$ cat src/rtl/mdu_pkg.sv
// mdu_pkg: shared definitions for the iterative multiply/divide unit.
//   - operation codes presented on muldiv_unit.op
//   - FSM state encoding
//   - iteration-counter width helper ($clog2(width)+1)
package mdu_pkg;

    localparam logic [2:0] OP_MULT  = 3'b000;
    localparam logic [2:0] OP_MULTU = 3'b001;
    localparam logic [2:0] OP_DIV   = 3'b010;
    localparam logic [2:0] OP_DIVU  = 3'b011;
    localparam logic [2:0] OP_MTHI  = 3'b100;
    localparam logic [2:0] OP_MTLO  = 3'b101;

    typedef enum logic [1:0] {
        S_IDLE = 2'd0,
        S_CALC = 2'd1,
        S_FIX  = 2'd2
    } state_e;

    localparam int MDU_WIDTH = 32;

    function automatic int cnt_width(input int width);
        return $clog2(width) + 1;
    endfunction

    localparam int CNT_W = $clog2(MDU_WIDTH) + 1;

endpackage

$ cat src/rtl/flopenr.sv
// flopenr: WIDTH-wide register with enable and asynchronous active-high reset.
//   clk   : clock, rising edge
//   reset : asynchronous clear to zero
//   en    : load enable
//   d     : next value
//   q     : registered value
module flopenr #(
    parameter int WIDTH = 32
) (
    input  logic             clk,
    input  logic             reset,
    input  logic             en,
    input  logic [WIDTH-1:0] d,
    output logic [WIDTH-1:0] q
);

    always_ff @(posedge clk or posedge reset) begin
        if (reset)   q <= '0;
        else if (en) q <= d;
    end

endmodule

$ cat src/rtl/muldiv_unit.sv
// muldiv_unit: iterative multiply/divide unit holding the architectural HI/LO
// registers. A MULT/MULTU/DIV/DIVU request accepted in idle runs WIDTH
// radix-2 iterations on unsigned magnitudes followed by one sign-fixup cycle,
// so HI/LO update 33 cycles after the start edge (WIDTH=32). MTHI/MTLO write
// HI/LO directly from operand a in a single cycle.
//   clk   : clock, rising edge
//   reset : asynchronous active-high clear of all state
//   start : one-cycle request, sampled only while idle
//   op    : 000 MULT, 001 MULTU, 010 DIV, 011 DIVU, 100 MTHI, 101 MTLO, 11x no-op
//   a, b  : operands (dividend / divisor for divides)
//   busy  : high while a MULT/DIV is in flight
//   done  : one-cycle pulse after HI/LO are written by MULT/DIV
//   hi,lo : HI/LO registers (product high/low, remainder/quotient)
module muldiv_unit
    import mdu_pkg::*;
#(
    parameter int WIDTH = 32
) (
    input  logic             clk,
    input  logic             reset,
    input  logic             start,
    input  logic [2:0]       op,
    input  logic [WIDTH-1:0] a,
    input  logic [WIDTH-1:0] b,
    output logic             busy,
    output logic             done,
    output logic [WIDTH-1:0] hi,
    output logic [WIDTH-1:0] lo
);

    localparam int CW = cnt_width(WIDTH);

    // Two's-complement negate when neg is set; used both to take magnitudes
    // on entry and to restore signs on exit.
    function automatic logic [WIDTH-1:0] cond_neg_w(input logic signed [WIDTH-1:0] v,
                                                    input logic neg);
        logic signed [WIDTH-1:0] r;
        r = neg ? -v : v;
        return r;
    endfunction

    function automatic logic [2*WIDTH-1:0] cond_neg_2w(input logic signed [2*WIDTH-1:0] v,
                                                       input logic neg);
        logic signed [2*WIDTH-1:0] r;
        r = neg ? -v : v;
        return r;
    endfunction

    state_e             state_q, state_d;
    logic [CW-1:0]      cnt_q, cnt_d;
    logic [2*WIDTH-1:0] acc_q, acc_d;     // product, or {unused, dividend/quotient}
    logic [WIDTH:0]     rem_q, rem_d;     // restoring-divide partial remainder
    logic [WIDTH-1:0]   mcand_q, mcand_d; // |b|: multiplicand or divisor
    logic               sa_q, sa_d;       // sign of a (signed ops only)
    logic               sb_q, sb_d;       // sign of b (signed ops only)
    logic               is_div_q, is_div_d;
    logic               done_q, done_d;

    logic               signed_op;
    logic [WIDTH:0]     mul_sum;
    logic [2*WIDTH-1:0] mul_next;
    logic [WIDTH+1:0]   div_trial;
    logic [WIDTH+1:0]   div_diff;
    logic               div_ok;
    logic [2*WIDTH-1:0] prod_fix;
    logic [WIDTH-1:0]   quot_fix;
    logic [WIDTH-1:0]   rem_fix;

    logic               hi_en, lo_en;
    logic [WIDTH-1:0]   hi_d, lo_d;

    // Multiply step: add multiplicand into the upper half when the current
    // multiplier bit is set, then shift right keeping the carry.
    // Divide step: shift the next dividend bit into the remainder and keep the
    // difference only if it did not go negative.
    always_comb begin
        mul_sum   = {1'b0, acc_q[2*WIDTH-1:WIDTH]} + (acc_q[0] ? {1'b0, mcand_q} : '0);
        mul_next  = {mul_sum, acc_q[WIDTH-1:1]};
        div_trial = {rem_q, acc_q[WIDTH-1]};
        div_diff  = div_trial - {2'b00, mcand_q};
        div_ok    = ~div_diff[WIDTH+1];
        prod_fix  = cond_neg_2w(acc_q, sa_q ^ sb_q);
        quot_fix  = cond_neg_w(acc_q[WIDTH-1:0], sa_q ^ sb_q);
        rem_fix   = cond_neg_w(rem_q[WIDTH-1:0], sa_q);
    end

    always_comb begin
        state_d   = state_q;
        cnt_d     = cnt_q;
        acc_d     = acc_q;
        rem_d     = rem_q;
        mcand_d   = mcand_q;
        sa_d      = sa_q;
        sb_d      = sb_q;
        is_div_d  = is_div_q;
        done_d    = 1'b0;
        signed_op = 1'b0;
        hi_en     = 1'b0;
        lo_en     = 1'b0;
        hi_d      = hi;
        lo_d      = lo;

        unique case (state_q)
            S_IDLE: begin
                if (start) begin
                    if (op == OP_MULT || op == OP_MULTU || op == OP_DIV || op == OP_DIVU) begin
                        signed_op = (op == OP_MULT) || (op == OP_DIV);
                        sa_d      = signed_op & a[WIDTH-1];
                        sb_d      = signed_op & b[WIDTH-1];
                        acc_d     = {{WIDTH{1'b0}}, cond_neg_w(a, sa_d)};
                        mcand_d   = cond_neg_w(b, sb_d);
                        rem_d     = '0;
                        cnt_d     = '0;
                        is_div_d  = (op == OP_DIV) || (op == OP_DIVU);
                        state_d   = S_CALC;
                    end else if (op == OP_MTHI) begin
                        hi_en = 1'b1;
                        hi_d  = a;
                    end else if (op == OP_MTLO) begin
                        lo_en = 1'b1;
                        lo_d  = a;
                    end
                end
            end

            S_CALC: begin
                cnt_d = cnt_q + 1'b1;
                if (is_div_q) begin
                    rem_d = div_ok ? div_diff[WIDTH:0] : div_trial[WIDTH:0];
                    acc_d = {acc_q[2*WIDTH-1:WIDTH], acc_q[WIDTH-2:0], div_ok};
                end else begin
                    acc_d = mul_next;
                end
                if (cnt_q == CW'(WIDTH - 1)) state_d = S_FIX;
            end

            S_FIX: begin
                hi_en   = 1'b1;
                lo_en   = 1'b1;
                done_d  = 1'b1;
                state_d = S_IDLE;
                if (!is_div_q) begin
                    hi_d = prod_fix[2*WIDTH-1:WIDTH];
                    lo_d = prod_fix[WIDTH-1:0];
                end else if (mcand_q == '0) begin
                    // Divide by zero: the remainder register ends holding |a|,
                    // and the dividend sign fixup turns that back into raw a.
                    lo_d = '1;
                    hi_d = rem_fix;
                end else begin
                    lo_d = quot_fix;
                    hi_d = rem_fix;
                end
            end

            default: state_d = S_IDLE;
        endcase
    end

    always_ff @(posedge clk or posedge reset) begin
        if (reset) begin
            state_q  <= S_IDLE;
            cnt_q    <= '0;
            acc_q    <= '0;
            rem_q    <= '0;
            mcand_q  <= '0;
            sa_q     <= 1'b0;
            sb_q     <= 1'b0;
            is_div_q <= 1'b0;
            done_q   <= 1'b0;
        end else begin
            state_q  <= state_d;
            cnt_q    <= cnt_d;
            acc_q    <= acc_d;
            rem_q    <= rem_d;
            mcand_q  <= mcand_d;
            sa_q     <= sa_d;
            sb_q     <= sb_d;
            is_div_q <= is_div_d;
            done_q   <= done_d;
        end
    end

    flopenr #(.WIDTH(WIDTH)) u_hi (
        .clk   (clk),
        .reset (reset),
        .en    (hi_en),
        .d     (hi_d),
        .q     (hi)
    );

    flopenr #(.WIDTH(WIDTH)) u_lo (
        .clk   (clk),
        .reset (reset),
        .en    (lo_en),
        .d     (lo_d),
        .q     (lo)
    );

    assign busy = (state_q != S_IDLE);
    assign done = done_q;

endmodule

$ cat config.mk
export PLATFORM = sky130hd
export DESIGN_NAME = muldiv_unit
export DESIGN_NICKNAME = d
export VERILOG_FILES = /design/src/rtl/mdu_pkg.sv /design/src/rtl/flopenr.sv /design/src/rtl/muldiv_unit.sv
export SDC_FILE = /design/constraint.sdc
export NUM_CORES = 1
export LEC_CHECK = 0
export ABC_AREA = 1
export ABC_CLOCK_PERIOD_IN_PS = 9740
export BUFFER_PORTS_ARGS = -buffer_cell sky130_fd_sc_hd__buf_2
export CAP_MARGIN = 10
export CORE_MARGIN = 2
export CORE_UTILIZATION = 45
export CTS_BUF_LIST = sky130_fd_sc_hd__clkbuf_16
export DETAILED_ROUTE_END_ITERATION = 8
export GPL_TIMING_DRIVEN = 0
export SYNTH_ARGS = -nofsm -noshare
export SYNTH_HDL_FRONTEND = slang
export SYNTH_SLANG_ARGS = --single-unit
$ cat constraint.sdc
create_clock -name clk -period 9.74 [get_ports clk]
set_input_delay 0.487 -clock clk [delete_from_list [all_inputs] [get_ports clk]]
set_output_delay 0.487 -clock clk [all_outputs]
set_load 0.02 [all_outputs]
Word level (Yosys, flattened, before mapping)

Cells that the tools add are included.

Bits in registers: 205
Input bits: 70
Output and inout port bits: 66
Word-level logic and storage cells: 103

Add/subtract/negate cells: 8
Equal/unequal tests: 17
Mux-type cells: 44
Bitwise logic cells: 4
Reductions and logical operators: 18

Operators by type and width:

| cell                                                            | number |
|---|---|
| 32-bit two-way mux                                              | 15 |
| 64-bit two-way mux                                              | 4 |
| 33-bit two-way mux                                              | 4 |
| 32-bit negator                                                  | 4 |
| 32-bit case mux with 2 select lines                             | 2 |
| 64-bit case mux with 2 select lines                             | 1 |
| 33-bit case mux with 2 select lines                             | 1 |
| 64-bit negator                                                  | 1 |
| 34-bit by 32-bit subtractor with 34-bit output                  | 1 |
| 32-bit by 32-bit adder with 33-bit output                       | 1 |
| 32-bit zero test                                                | 1 |
| 2-bit inequality test, second input constant                    | 9 |
| 6-bit two-way mux                                               | 2 |
| 6-bit case mux with 2 select lines                              | 1 |
| 3-bit AND reduction                                             | 3 |
| 1-bit two-way mux                                               | 8 |
| 4-bit AND reduction                                             | 2 |
| 6-bit by 1-bit adder with 6-bit output, second input constant   | 1 |
| 3-bit by 2-bit == test with 1-bit output, second input constant | 2 |
| 3-bit == test, second input constant                            | 2 |
| 6-bit by 5-bit == test with 1-bit output, second input constant | 1 |
| 2-bit two-way mux                                               | 3 |
| 6-bit AND reduction                                             | 1 |
| 2-bit nonzero test                                              | 3 |
| 12 further kinds                                                | 18 |

Longest topological paths before layout

Depth in word-level cells: 8
Mapped depth: 19

Hierarchy

A second synthesis with hierarchy kept.

Cell total of the unflattened synthesis: 3399
Area, all modules: 20214.4 um^2

By module, submodules not included:

| module      | times used | cells each | area each (um^2) | seq. area each (um^2) |
|---|---|---|---|---|
| muldiv_unit | 1          | 3125       | 17621.9          | 3528.4 |
| flopenr     | 2          | 137        | 1296.2           | 800.8 |

Worst setup path before layout

No wires, ideal clock.

Path kind: flip-flop to flip-flop
Start point: reg acc_q[0]
End point: reg acc_q[55]
Library setup time: 133 ps
Data arrival time: 2415 ps
Data required time: 9607 ps
Path slack: 7192 ps
Cell stages (with the launch flop): 20
Buffers on the path: 2
Clock period less this slack: 2548 ps
Cells stage by stage: dfrtp_1 > buf_2 > clkbuf_1 > nand2_1 > inv_1 > ha_1 > inv_1 > fa_1 > inv_1 > nand2_1 > o21ai_1 > nand2_1 > nand2_1 > inv_1 > o21ai_1 > nand2_1 > nand2_1 > nand2_1 > nand2_1 > o22ai_1

Word-level cells in the longest chain between the ends: 4

Ends and longest elaborated chain:

| what                                      | RTL line           | RTL |
|---|---|---|
| start, declared                           | muldiv_unit.sv:51  | `logic [2*WIDTH-1:0] acc_q, acc_d;` |
| start signal, assigned                    | muldiv_unit.sv:164 | `acc_q <= '0;` |
| start signal, assigned                    | muldiv_unit.sv:174 | `acc_q <= acc_d;` |
| 32-bit two-way mux                        | muldiv_unit.sv:77  | `mul_sum = {1'b0, acc_q[2*WIDTH-1:WIDTH]} + (acc_q[0] ? {1'b0, mcand_q} : '0);` |
| 32-bit by 32-bit adder with 33-bit output | muldiv_unit.sv:77  |  |
| 64-bit two-way mux                        | muldiv_unit.sv:128 | `if (is_div_q) begin` |
| 64-bit case mux with 2 select lines       | muldiv_unit.sv:103 | `unique case (state_q)` |

No other way between the ends. The select of a mux whose other input is x is not followed.
A chain may end at the register's enable or synchronous reset.

Worst setup path in the final report

Ends and elaborated chain as after synthesis.

==> flow_summary.toml <==
[finish]
multiInputGateArea_mm2 = 0.0122
fin_util_pct = 50.5
area_delta_synth_final_pct = 11.4
antenna_cells = 0
final_cell_area_mm2 = 0.0216
nNetsFinal = 3517
seq_area_mm2 = 0.00513
fillCellCount = 4504
drive_gt1_share_pct = 8.66

[power]
leakagePower_nw = 10.9
ir_drop_mv = 0.193
p_per_area_mw_per_mm2 = 384
total_power_mw = 8.30

[synthesis]
synth-xor-area-share_pct = 2.35
synth_edf_count = 0
synth_nets = 3354
synth_top_cell_area_share_pct = 26.5
synth_fa_ha_area_share_pct = 4.66
synth.distinct_cells = 52
synth_compound_area_share_pct = 14.3
synth_area_leaders = "dfrtp_1, nand2_1, nand3_1"
synthSimpleGateAreaFrac_pct = 41.6
yosys.area.top_type = "dfrtp_1"
synthFlopType = "dfrtp_1"
synth_common_cells = "nand2_1, inv_1, nor2_1"
synthCells = 3213
seq_area_frac_synth_pct = 26.5
syn-cell-area_mm2 = 0.0194
async_flop_share_pct = 100
synth-seq-cells = 205
syn_avg_cell_area_um2 = 6.03
synth.area.mux_share_pct = 0
synth.most_common_cell = "nand2_1"
yosys_warnings = 0
synth_top_family_by_area = "simple AND/OR/NAND/NOR gates"

[timing]
finalHoldViolations = 2
fmax_mhz = 276
fin_skew_ns = 0.0252
maxSlewViolCount = 0
rsz0062_at_grt = "false"
layout_min_cycle_time_ns = 3.62
setup_violations = 0
hold_ws_ns = -0.0112
worst_slew_pin_slew_ns = 1.30
maxSlewHeadroom_pct = 13.4
fin_crit_sh_pct = 37.2
fin_setup_tns_ns = 0

[setup_path]
cp_data_required_time_ns = 10.15
worstSetupPathType = "reg2reg"
r2r_cells = 19
crit_arrival_ns = 4.03
worstPathMaxFanout = 10
start_kind = "flip-flop"
end_kind = "flip-flop"

[floorplanning]
start_util_pct = 45.3
chipWidth_um = 212
die_height_um = 212
rows = 76
die-area_mm2 = 0.0448
core_area_mm2 = 0.0428
io-pin-count = 136

[clock_tree]
cts.sinks = 205
clk_latency_ns = 0.57
clockBufferDepth = 3
cts.reportedPaths.clkPinSlew_ns = 0.07
cts_tree = "yes"
htree_levels = 1
cts_setup_buffers = 0
cts_resized = 0
cts_root_buf = "clkbuf_16"
cts_buffers = 25
postCtsHoldBufs = 0

[global_route]
grt_max_degree = 104
grt_pass1_vias = 21238
antenna_found_initial = 1
grtUsageTotal_pct = 39.3
overflow = 0
grt_pass1_wl_mm = 131

[placed_design]
gp_congestion = 1.02
port_buffers = 135
dp_hpwl_mm = 72.9
dpl_cell_area_mm2 = 0.0208

[routing]
ant_nets = 0
drt_first_pass_iters = 5
vias = 22605
drt_iter0_markers = 2098
wire_per_inst_um = 22.5
drcViolationCount = 0
finalWirelength_mm = 88.5
viasPerCell = 5.74

[run_status]
outcome = "finished, violations left"
violations = "hold timing"

[worst_hold_path]
hp-class = "in2async"

[flow_run]
cap_violations = 0
-- cells in the final DEF, fill, tap and decap left out, types with 7 or more instances in the layout --
master and n:
a31oi_1 11, nand2_1 954, inv_2 16, o21bai_1 18
o211ai_1 38, clkbuf_16 25, o22ai_1 15, ha_1 69
clkbuf_1 76, a21oi_1 128, nor2_1 381, nor2_2 12
inv_1 410, nand3_2 14, nand4_1 37, o21ai_1 10
xnor2_1 19, o21ai_0 223, buf_2 152, a32oi_1 7
dfrtp_1 205, o221ai_1 7, buf_1 10, nor3_1 22
nand3b_1 23, xor2_1 33, nand2_2 30, a22oi_1 19
nand3_1 353
-- layout make-up --
cell class	instances	share of cell area [%]
Multi-Input combinational cell	2476	56.5
Sequential cell	205	23.8
Inverter	427	7.46
Timing Repair Buffer	136	3.26
Tap cell	546	3.16
Clock buffer	25	2.90
Buffer	105	2.07
Clock inverter	20	0.881
-- critical path, cell delays in order, from the launching register on --
cell and delay (ns):
dfrtp_1 0.32, buf_2 0.30, clkbuf_1 0.37, nand2_1 0.15, inv_1 0.10, ha_1 0.18, inv_1 0.06, fa_1 0.35
inv_1 0.07, nand2_1 0.07, o21ai_1 0.37, nand2_1 0.11, nand2_1 0.21, inv_1 0.09, o21ai_1 0.27, nand2_1 0.10
nand2_1 0.15, nand2_1 0.07, nand2_1 0.05, o22ai_1 0.07
-- per-layer routing --
| metal | GRT usage (%) | part of all wire (%) | wire (um) | vias up |
|---|---|---|---|---|
| met4 | 27.4 | 8.1 | 7160 | 0 |
| met2 | 64.4 | 45 | 40200 | 1016 |
| met3 | 4.76 | 6.6 | 5800 | 260 |
| met1 | 48.4 | 40 | 35300 | 10560 |
| li1 | - | - | - | 10769 |
| met5 | 0 | 0 | 0 | - |
-- stage by stage --
stage               hold WS [ns]  worst slack, ns  std cells
finish                   -0.0112             6.12       3940
floorplan                  0.471             3.66       3213
global placement           0.483             1.07       3894
detailed placement         0.485             6.24       3895
CTS                       0.0518             6.21       3940
global route              0.0718             5.80       3940
-- flip-flops by register name (all words and copies together) (netlist names) --
name	count
rem_q	33
acc_q	64
done	1
state_q	2
cnt_q	6
u_lo.q	32
is_div_q	1
sa_q	1
mcand_q	32
u_hi.q	32
sb_q	1
-- logic make-up (layout without fill, tap and decap cells) --
| kind of cell | Yosys count | count (layout) |
|---|---|---|
| AND/OR/NAND/NOR | 1863 | 1863 |
| buffers and inverters | 532 | 713 |
| AO/OA/AOI/OAI | 490 | 490 |
| flip-flops | 205 | 205 |
| adder cells (fa/ha/maj) | 71 | 71 |
| XOR/XNOR | 52 | 52 |
-- path summary, 6_finish.rpt --
check	startpoint	to	slack [ns]
max	acc_q[0]	acc_q[55]	6.12
min	reset	u_hi.q[8]	-0.01
max reg2reg	acc_q[0]	acc_q[55]	6.12
min reg2reg	u_lo.q[16]	u_lo.q[16]	0.50
max in group asynchronous	reset	acc_q[53]	8.71
min in group clk	op[1]	is_div_q	0.21
-- where the power goes --
group / leakage, nW / switching (mW) / internal (mW)
Clock: 0.397 / 0.410 / 0.550
Combinational: 7.96 / 3.94 / 1.66
Sequential: 2.57 / 0.510 / 1.23
(Power assumes the default switching activity.)
